===== src/rtl/riscvstall_fetch_pkg.sv =====
// riscvstall fetch: shared widths and the buffered fetch entry.
// Optional same-cycle response bypass: RISCVSTALL_FETCH_BYPASS_EN.
`ifndef RISCV_INST_MSG_SZ
`define RISCV_INST_MSG_SZ 32
`endif
`ifndef RISCVSTALL_FETCH_PC_SZ
`define RISCVSTALL_FETCH_PC_SZ 32
`endif
`ifndef RISCVSTALL_FETCH_PC_INCR
`define RISCVSTALL_FETCH_PC_INCR 4
`endif
`ifndef RISCVSTALL_FETCH_ENTRY_SZ
`define RISCVSTALL_FETCH_ENTRY_SZ (`RISCV_INST_MSG_SZ + 32)
`endif

package riscvstall_fetch_pkg;

  localparam int INST_SZ = `RISCV_INST_MSG_SZ;
  localparam int PC_SZ = `RISCVSTALL_FETCH_PC_SZ;
  localparam int ENTRY_SZ = `RISCVSTALL_FETCH_ENTRY_SZ;
  localparam logic [PC_SZ-1:0] PC_INCR =
    PC_SZ'(`RISCVSTALL_FETCH_PC_INCR);

  typedef struct packed {
    logic [INST_SZ-1:0] msg;
    logic [PC_SZ-1:0]   pc;
  } fetch_entry_t;

endpackage


===== src/rtl/riscvstall_fetch_queue.sv =====
// riscvstall fetch: small FIFO with synchronous flush and occupancy count.
// Optional same-cycle response bypass: RISCVSTALL_FETCH_BYPASS_EN.
module riscvstall_fetch_queue #(
  parameter int DEPTH = 2,
  parameter int WIDTH = 32,
  localparam int CW = $clog2(DEPTH + 1)
) (
  input  logic             clk,
  input  logic             rst_n,
  input  logic             push,
  input  logic             pop,
  input  logic             flush,
  input  logic [WIDTH-1:0] push_data,
  output logic [WIDTH-1:0] head,
  output logic [CW-1:0]    count,
  output logic             empty,
  output logic             full
);

  localparam int PW = (DEPTH > 1) ? $clog2(DEPTH) : 1;

  logic [WIDTH-1:0] mem [DEPTH];
  logic [PW-1:0]    rd_ptr;
  logic [PW-1:0]    wr_ptr;
  logic             do_push;
  logic             do_pop;

  function automatic logic [PW-1:0] nxt(
    input logic [PW-1:0] p
  );
    return (p == PW'(DEPTH - 1)) ? '0 : p + PW'(1);
  endfunction

  assign empty   = (count == '0);
  assign full    = (count == CW'(DEPTH));
  assign do_pop  = pop && !empty;
  assign do_push = push && (!full || do_pop);
  assign head    = mem[rd_ptr];

  always_ff @(posedge clk or negedge rst_n) begin
    if (!rst_n) begin
      rd_ptr <= '0;
      wr_ptr <= '0;
      count  <= '0;
    end else if (flush) begin
      rd_ptr <= '0;
      wr_ptr <= '0;
      count  <= '0;
    end else begin
      if (do_push) wr_ptr <= nxt(wr_ptr);
      if (do_pop)  rd_ptr <= nxt(rd_ptr);
      unique case ({do_push, do_pop})
        2'b10:   count <= count + CW'(1);
        2'b01:   count <= count - CW'(1);
        default: count <= count;
      endcase
    end
  end

  always_ff @(posedge clk) begin
    if (do_push && !flush) mem[wr_ptr] <= push_data;
  end

  overflow_chk: assert property (
    @(posedge clk) disable iff (!rst_n)
    !(push && full && !pop && !flush));

  underflow_chk: assert property (
    @(posedge clk) disable iff (!rst_n)
    !(pop && empty && !flush));

endmodule


===== src/rtl/riscvstall_fetch_unit.sv =====
// riscvstall fetch stage: credit-limited imem requests, in-order buffer.
// Optional same-cycle response bypass: RISCVSTALL_FETCH_BYPASS_EN.
module riscvstall_fetch_unit
  import riscvstall_fetch_pkg::*;
#(
  parameter logic [31:0] RESET_VECTOR = 32'h0000_1000,
  parameter int          DEPTH = 2
) (
  input  logic               clk,
  input  logic               reset_n,
  output logic               imemreq_val,
  input  logic               imemreq_rdy,
  output logic [31:0]        imemreq_addr,
  input  logic               imemresp_val,
  input  logic [INST_SZ-1:0] imemresp_data,
  output logic               inst_val,
  input  logic               inst_rdy,
  output logic [INST_SZ-1:0] inst_msg,
  output logic [31:0]        inst_pc,
  input  logic               redirect_val,
  input  logic [31:0]        redirect_target
);

  localparam int CW = $clog2(DEPTH + 1);

  logic          run;
  logic [31:0]   pc_f;
  logic [CW-1:0] outstanding;
  logic [CW-1:0] drop_cnt;
  logic [CW-1:0] buf_cnt;
  logic [CW-1:0] inf_cnt;
  logic [CW:0]   credit_use;
  logic          buf_empty;
  logic          buf_full;
  logic          inf_empty;
  logic          inf_full;
  logic [31:0]   inf_head;
  fetch_entry_t  buf_head;
  fetch_entry_t  buf_in;
  logic          req_fire;
  logic          resp_keep;
  logic          byp;
  logic          buf_push;
  logic          buf_pop;

  // run holds requests off until the first edge after reset release
  assign credit_use  = {1'b0, outstanding} + {1'b0, buf_cnt};
  assign imemreq_val = run && !redirect_val &&
                       (credit_use < (CW + 1)'(DEPTH));
  assign imemreq_addr = pc_f;
  assign req_fire     = imemreq_val && imemreq_rdy;
  assign resp_keep    = imemresp_val && !redirect_val &&
                        (drop_cnt == '0);

`ifdef RISCVSTALL_FETCH_BYPASS_EN
  assign byp = run && buf_empty && resp_keep;
`else
  assign byp = 1'b0;
`endif

  assign inst_val = run && !redirect_val && (!buf_empty || byp);
  assign buf_pop  = inst_val && inst_rdy && !buf_empty;
  assign buf_push = resp_keep && !(byp && inst_rdy);
  assign buf_in   = '{msg: imemresp_data, pc: inf_head};

  always_comb begin
    inst_msg = '0;
    inst_pc  = '0;
    if (!buf_empty) begin
      inst_msg = buf_head.msg;
      inst_pc  = buf_head.pc;
    end else if (byp) begin
      inst_msg = imemresp_data;
      inst_pc  = inf_head;
    end
  end

  riscvstall_fetch_queue #(
    .DEPTH (DEPTH),
    .WIDTH (ENTRY_SZ)
  ) u_ibuf (
    .clk       (clk),
    .rst_n     (reset_n),
    .push      (buf_push),
    .pop       (buf_pop),
    .flush     (redirect_val),
    .push_data (buf_in),
    .head      (buf_head),
    .count     (buf_cnt),
    .empty     (buf_empty),
    .full      (buf_full)
  );

  riscvstall_fetch_queue #(
    .DEPTH (DEPTH),
    .WIDTH (32)
  ) u_inflight (
    .clk       (clk),
    .rst_n     (reset_n),
    .push      (req_fire),
    .pop       (imemresp_val),
    .flush     (1'b0),
    .push_data (pc_f),
    .head      (inf_head),
    .count     (inf_cnt),
    .empty     (inf_empty),
    .full      (inf_full)
  );

  // redirect wins; responses landing in that cycle are dropped too
  always_ff @(posedge clk or negedge reset_n) begin
    if (!reset_n) begin
      run         <= 1'b0;
      pc_f        <= RESET_VECTOR;
      outstanding <= '0;
      drop_cnt    <= '0;
    end else begin
      run <= 1'b1;
      if (redirect_val) begin
        pc_f        <= redirect_target;
        drop_cnt    <= outstanding - CW'(imemresp_val);
        outstanding <= outstanding - CW'(imemresp_val);
      end else begin
        if (req_fire) pc_f <= pc_f + PC_INCR;
        if (imemresp_val && drop_cnt != '0)
          drop_cnt <= drop_cnt - CW'(1);
        outstanding <= outstanding + CW'(req_fire)
                       - CW'(imemresp_val);
      end
    end
  end

  inflight_cnt_chk: assert property (
    @(posedge clk) disable iff (!reset_n)
    inf_cnt == outstanding);

  resp_credit_chk: assert property (
    @(posedge clk) disable iff (!reset_n)
    !(imemresp_val && inf_empty));

  req_credit_chk: assert property (
    @(posedge clk) disable iff (!reset_n)
    !(req_fire && inf_full));

  buf_ovf_chk: assert property (
    @(posedge clk) disable iff (!reset_n)
    !(buf_push && buf_full && !buf_pop && !redirect_val));

endmodule


===== config.mk =====
export PLATFORM = sky130hd
export DESIGN_NAME = riscvstall_fetch_unit
export DESIGN_NICKNAME = d
export VERILOG_FILES = /design/src/rtl/riscvstall_fetch_pkg.sv /design/src/rtl/riscvstall_fetch_queue.sv /design/src/rtl/riscvstall_fetch_unit.sv
export SDC_FILE = /design/constraint.sdc
export NUM_CORES = 1
export LEC_CHECK = 0
export CAP_MARGIN = 20
export CORE_MARGIN = 2
export CORE_UTILIZATION = 50
export CTS_CLUSTER_DIAMETER = 40
export DETAILED_ROUTE_END_ITERATION = 10
export GPL_TIMING_DRIVEN = 0
export PLACE_DENSITY_LB_ADDON = 0.08
export REMOVE_ABC_BUFFERS = 1
export SLEW_MARGIN = 5
export SYNTH_ARGS = -nofsm -noshare
export SYNTH_HDL_FRONTEND = slang
export SYNTH_SLANG_ARGS = --single-unit

===== constraint.sdc =====
create_clock -name clk -period 9.3 [get_ports clk]
set_clock_uncertainty 0.15 [all_clocks]
set_input_delay 0.93 -clock clk [delete_from_list [all_inputs] [get_ports clk]]
set_output_delay 0.93 -clock clk [all_outputs]
set_load 0.02 [all_outputs]

==> out/qor.yml <==
die-area_um2: 20600
hp-class: "in2async"
initial_core_util_pct: 50.6
max_freq_mhz: 253
drc: 0
final_layout_size_suffix_gt1_share_pct: 13.4
place_hpwl_mm: 13.2
avgRoutedWirePerCell_um: 18.1
io_pins: 168
syn_avg_cell_area_um2: 14.4
via_count: 6120
grt_max_degree: 57
synth_edf_count: 192
yosysTopAreaCellShare_pct: 59.1
clock_sinks: 237
post-cts-setup-buffers: 0
clockBufferDepth: 3
yosysMostFrequentCell: "edfxtp_1"
final_net_count: 935
hold_viol: 0
reg2reg_from: "u_ibuf.count[0]"
crit_required_ns: 9.26
synthTopCellsByArea: "edfxtp_1 (59%), dfrtp_1 (11%), mux2i_1 (6.9%), mux2_2 (4.0%), nor2_1 (3.3%)"
clock_latency_ns: 0.49
crit_type: "reg2reg"
status: "finished, final reports clean"
place_congestion: 0.761
syn_inst: 677
ys_ff_latch: 237
power.leakage_nw: 4.47
grt_pass1_wl_mm: 32.4
die_x_um: 144
endpoint_kind: "flop"
min_period_ns: 3.95
drt_iter0_drc: 360
syn_to_final_growth_pct: 34.1
synth_ff_type: "edfxtp_1"
worst_pin_slew_ns: 0.865
setup_viol: 0
r2r-end: "u_inflight.mem[1][7]"
wl_mm: 20.8
ys_seq_area_share_pct: 70.7
cts_root_buf: "clkbuf_16"
slew_headroom_pct: 42.3
viasPerCell: 5.32
cts_buffers: 34
ys_warn_count: 0
cts.repair.resized: 0
rows: 51
synth_area_um2: 9750
cp-start-kind: "flop"
track_usage_pct: 20.4
first_global_vias: 6343
async_reset_ff_share_pct: 19.0
tritoncts: "done"
synth.cells.most_frequent: "edfxtp_1 (192), nor2_1 (87), mux2i_1 (67)"
rr_worst_depth: 7
place_ws_ns: 5.14
peakVddDrop_v: 0.000144
clk_pin_slew_worst_paths_ns: 0.05
ys_types: 52
core_area_um2: 19300
rrSetupSlack_ns: 5.35
cts_hold_buffers: 0
power_density_nw_per_um2: 245
slew_viol_final: 0
crit_fanout: 32
drv_cap: 0
setup_tns_ns: 0
die_y_um: 144
grt_setup_unrepaired: "no"
ant_nets: 0
grt_overflow: 0
min_period_over_period_pct: 42.4
htree_levels: 2
port_buffers: 167
antenna_found_initial: 0
synth_top_cell_by_area: "edfxtp_1"
crit_arrival_ns: 3.91
n_antenna_cell: 0
dr.pass1.iters: 5
setup_slack_ns: 5.35
final_util_pct: 67.9
## worst max-delay path, stage by stage, from the launching register on
cell	delay, ns
dfrtp_1	0.47
and2_1	0.21
fa_1	0.47
or3b_1	0.44
nor2_2	0.49
inv_2	0.29
a21oi_2	0.26
and2_2	0.76
## cell type report
type                    count  area, um2
flip-flops and latches    237       6900
fillers                  1384       6190
multi-input cells         399       2720
repair buffers            176       1860
clock buffers              41        941
well taps                 265        332
clock inverters            21        290
inverters                  11       41.3
## metrics by stage
stage               cells  power, mW  hold slack (ns)  instance area (um2)
global placement     1079       1.85            0.320                11600
global route         1150       3.33            0.155                13100
finish               1150       3.20            0.154                13100
CTS                  1150       3.24            0.144                13100
detailed placement   1088       1.87            0.362                11800
floorplan             647       1.63            0.305                 9620
## worst max path at each step
stage                    startpoint                   end  slack (ns)  cells after the start
floorplan              imemresp_val      u_ibuf.mem[0][0]        4.73                      4
global placement       redirect_val     u_ibuf.mem[1][32]        0.86                      4
detailed placement      imemreq_rdy  u_inflight.mem[1][8]        5.14                      6
CTS                 u_ibuf.count[0]  u_inflight.mem[1][7]        5.33                      7
global route        u_ibuf.count[0]  u_inflight.mem[1][7]        5.10                      7
finish              u_ibuf.count[0]  u_inflight.mem[1][7]        5.35                      7
## cell families after synthesis
| kind of cell | count (synthesis) | synth area share, % |
|---|---|---|
| buffers and inverters | 41 | 1.75 |
| AO/OA/AOI/OAI | 57 | 3.70 |
| other | 1 | 0.0385 |
| XOR/XNOR | 15 | 1.35 |
| flip-flops | 237 | 70.7 |
| multiplexers | 102 | 10.9 |
| adder cells (fa/ha/maj) | 6 | 0.847 |
| AND/OR/NAND/NOR | 218 | 10.7 |
## flip-flops by register name, summed over array words and instances (netlist names)
register,count
u_ibuf.mem,128
run,1
imemreq_addr,32
u_inflight.mem,64
u_ibuf.rd_ptr,1
u_inflight.wr_ptr,1
outstanding,2
u_inflight.rd_ptr,1
u_ibuf.count,2
u_ibuf.wr_ptr,1
drop_cnt,2
u_inflight.count,2
## layout by cell type (no fill, tap or decap), types with 5 or more instances in the layout
cell	count
edfxtp_1	192
clkdlybuf4s50_1	165
clkbuf_16	37
inv_1	10
xnor2_1	8
mux2i_1	67
nand2_1	49
nand3b_1	6
nor2_1	84
mux2_2	35
nand4_1	13
nand3_1	20
xor2_1	7
or3_1	6
o311ai_0	6
o21ai_0	24
bufinv_16	6
buf_12	7
nor2b_1	10
ha_1	5
a21oi_1	10
dfrtp_1	42
## routing by layer
metal / wire [um] / GRT usage, % / vias to the layer above
met5: 0 / 0 / -
met2: 10400 / 34.6 / 199
li1: - / - / 2889
met4: 694 / 8.77 / 0
met1: 8510 / 25.3 / 2985
met3: 1250 / 4.50 / 47
## report_power, final
group          internal, mW  leakage, nW  switching, mW
Combinational         0.246         1.60          0.247
Sequential             1.26         2.28         0.0932
Clock                 0.897        0.590          0.462
Power figures use the tool's default switching activity.
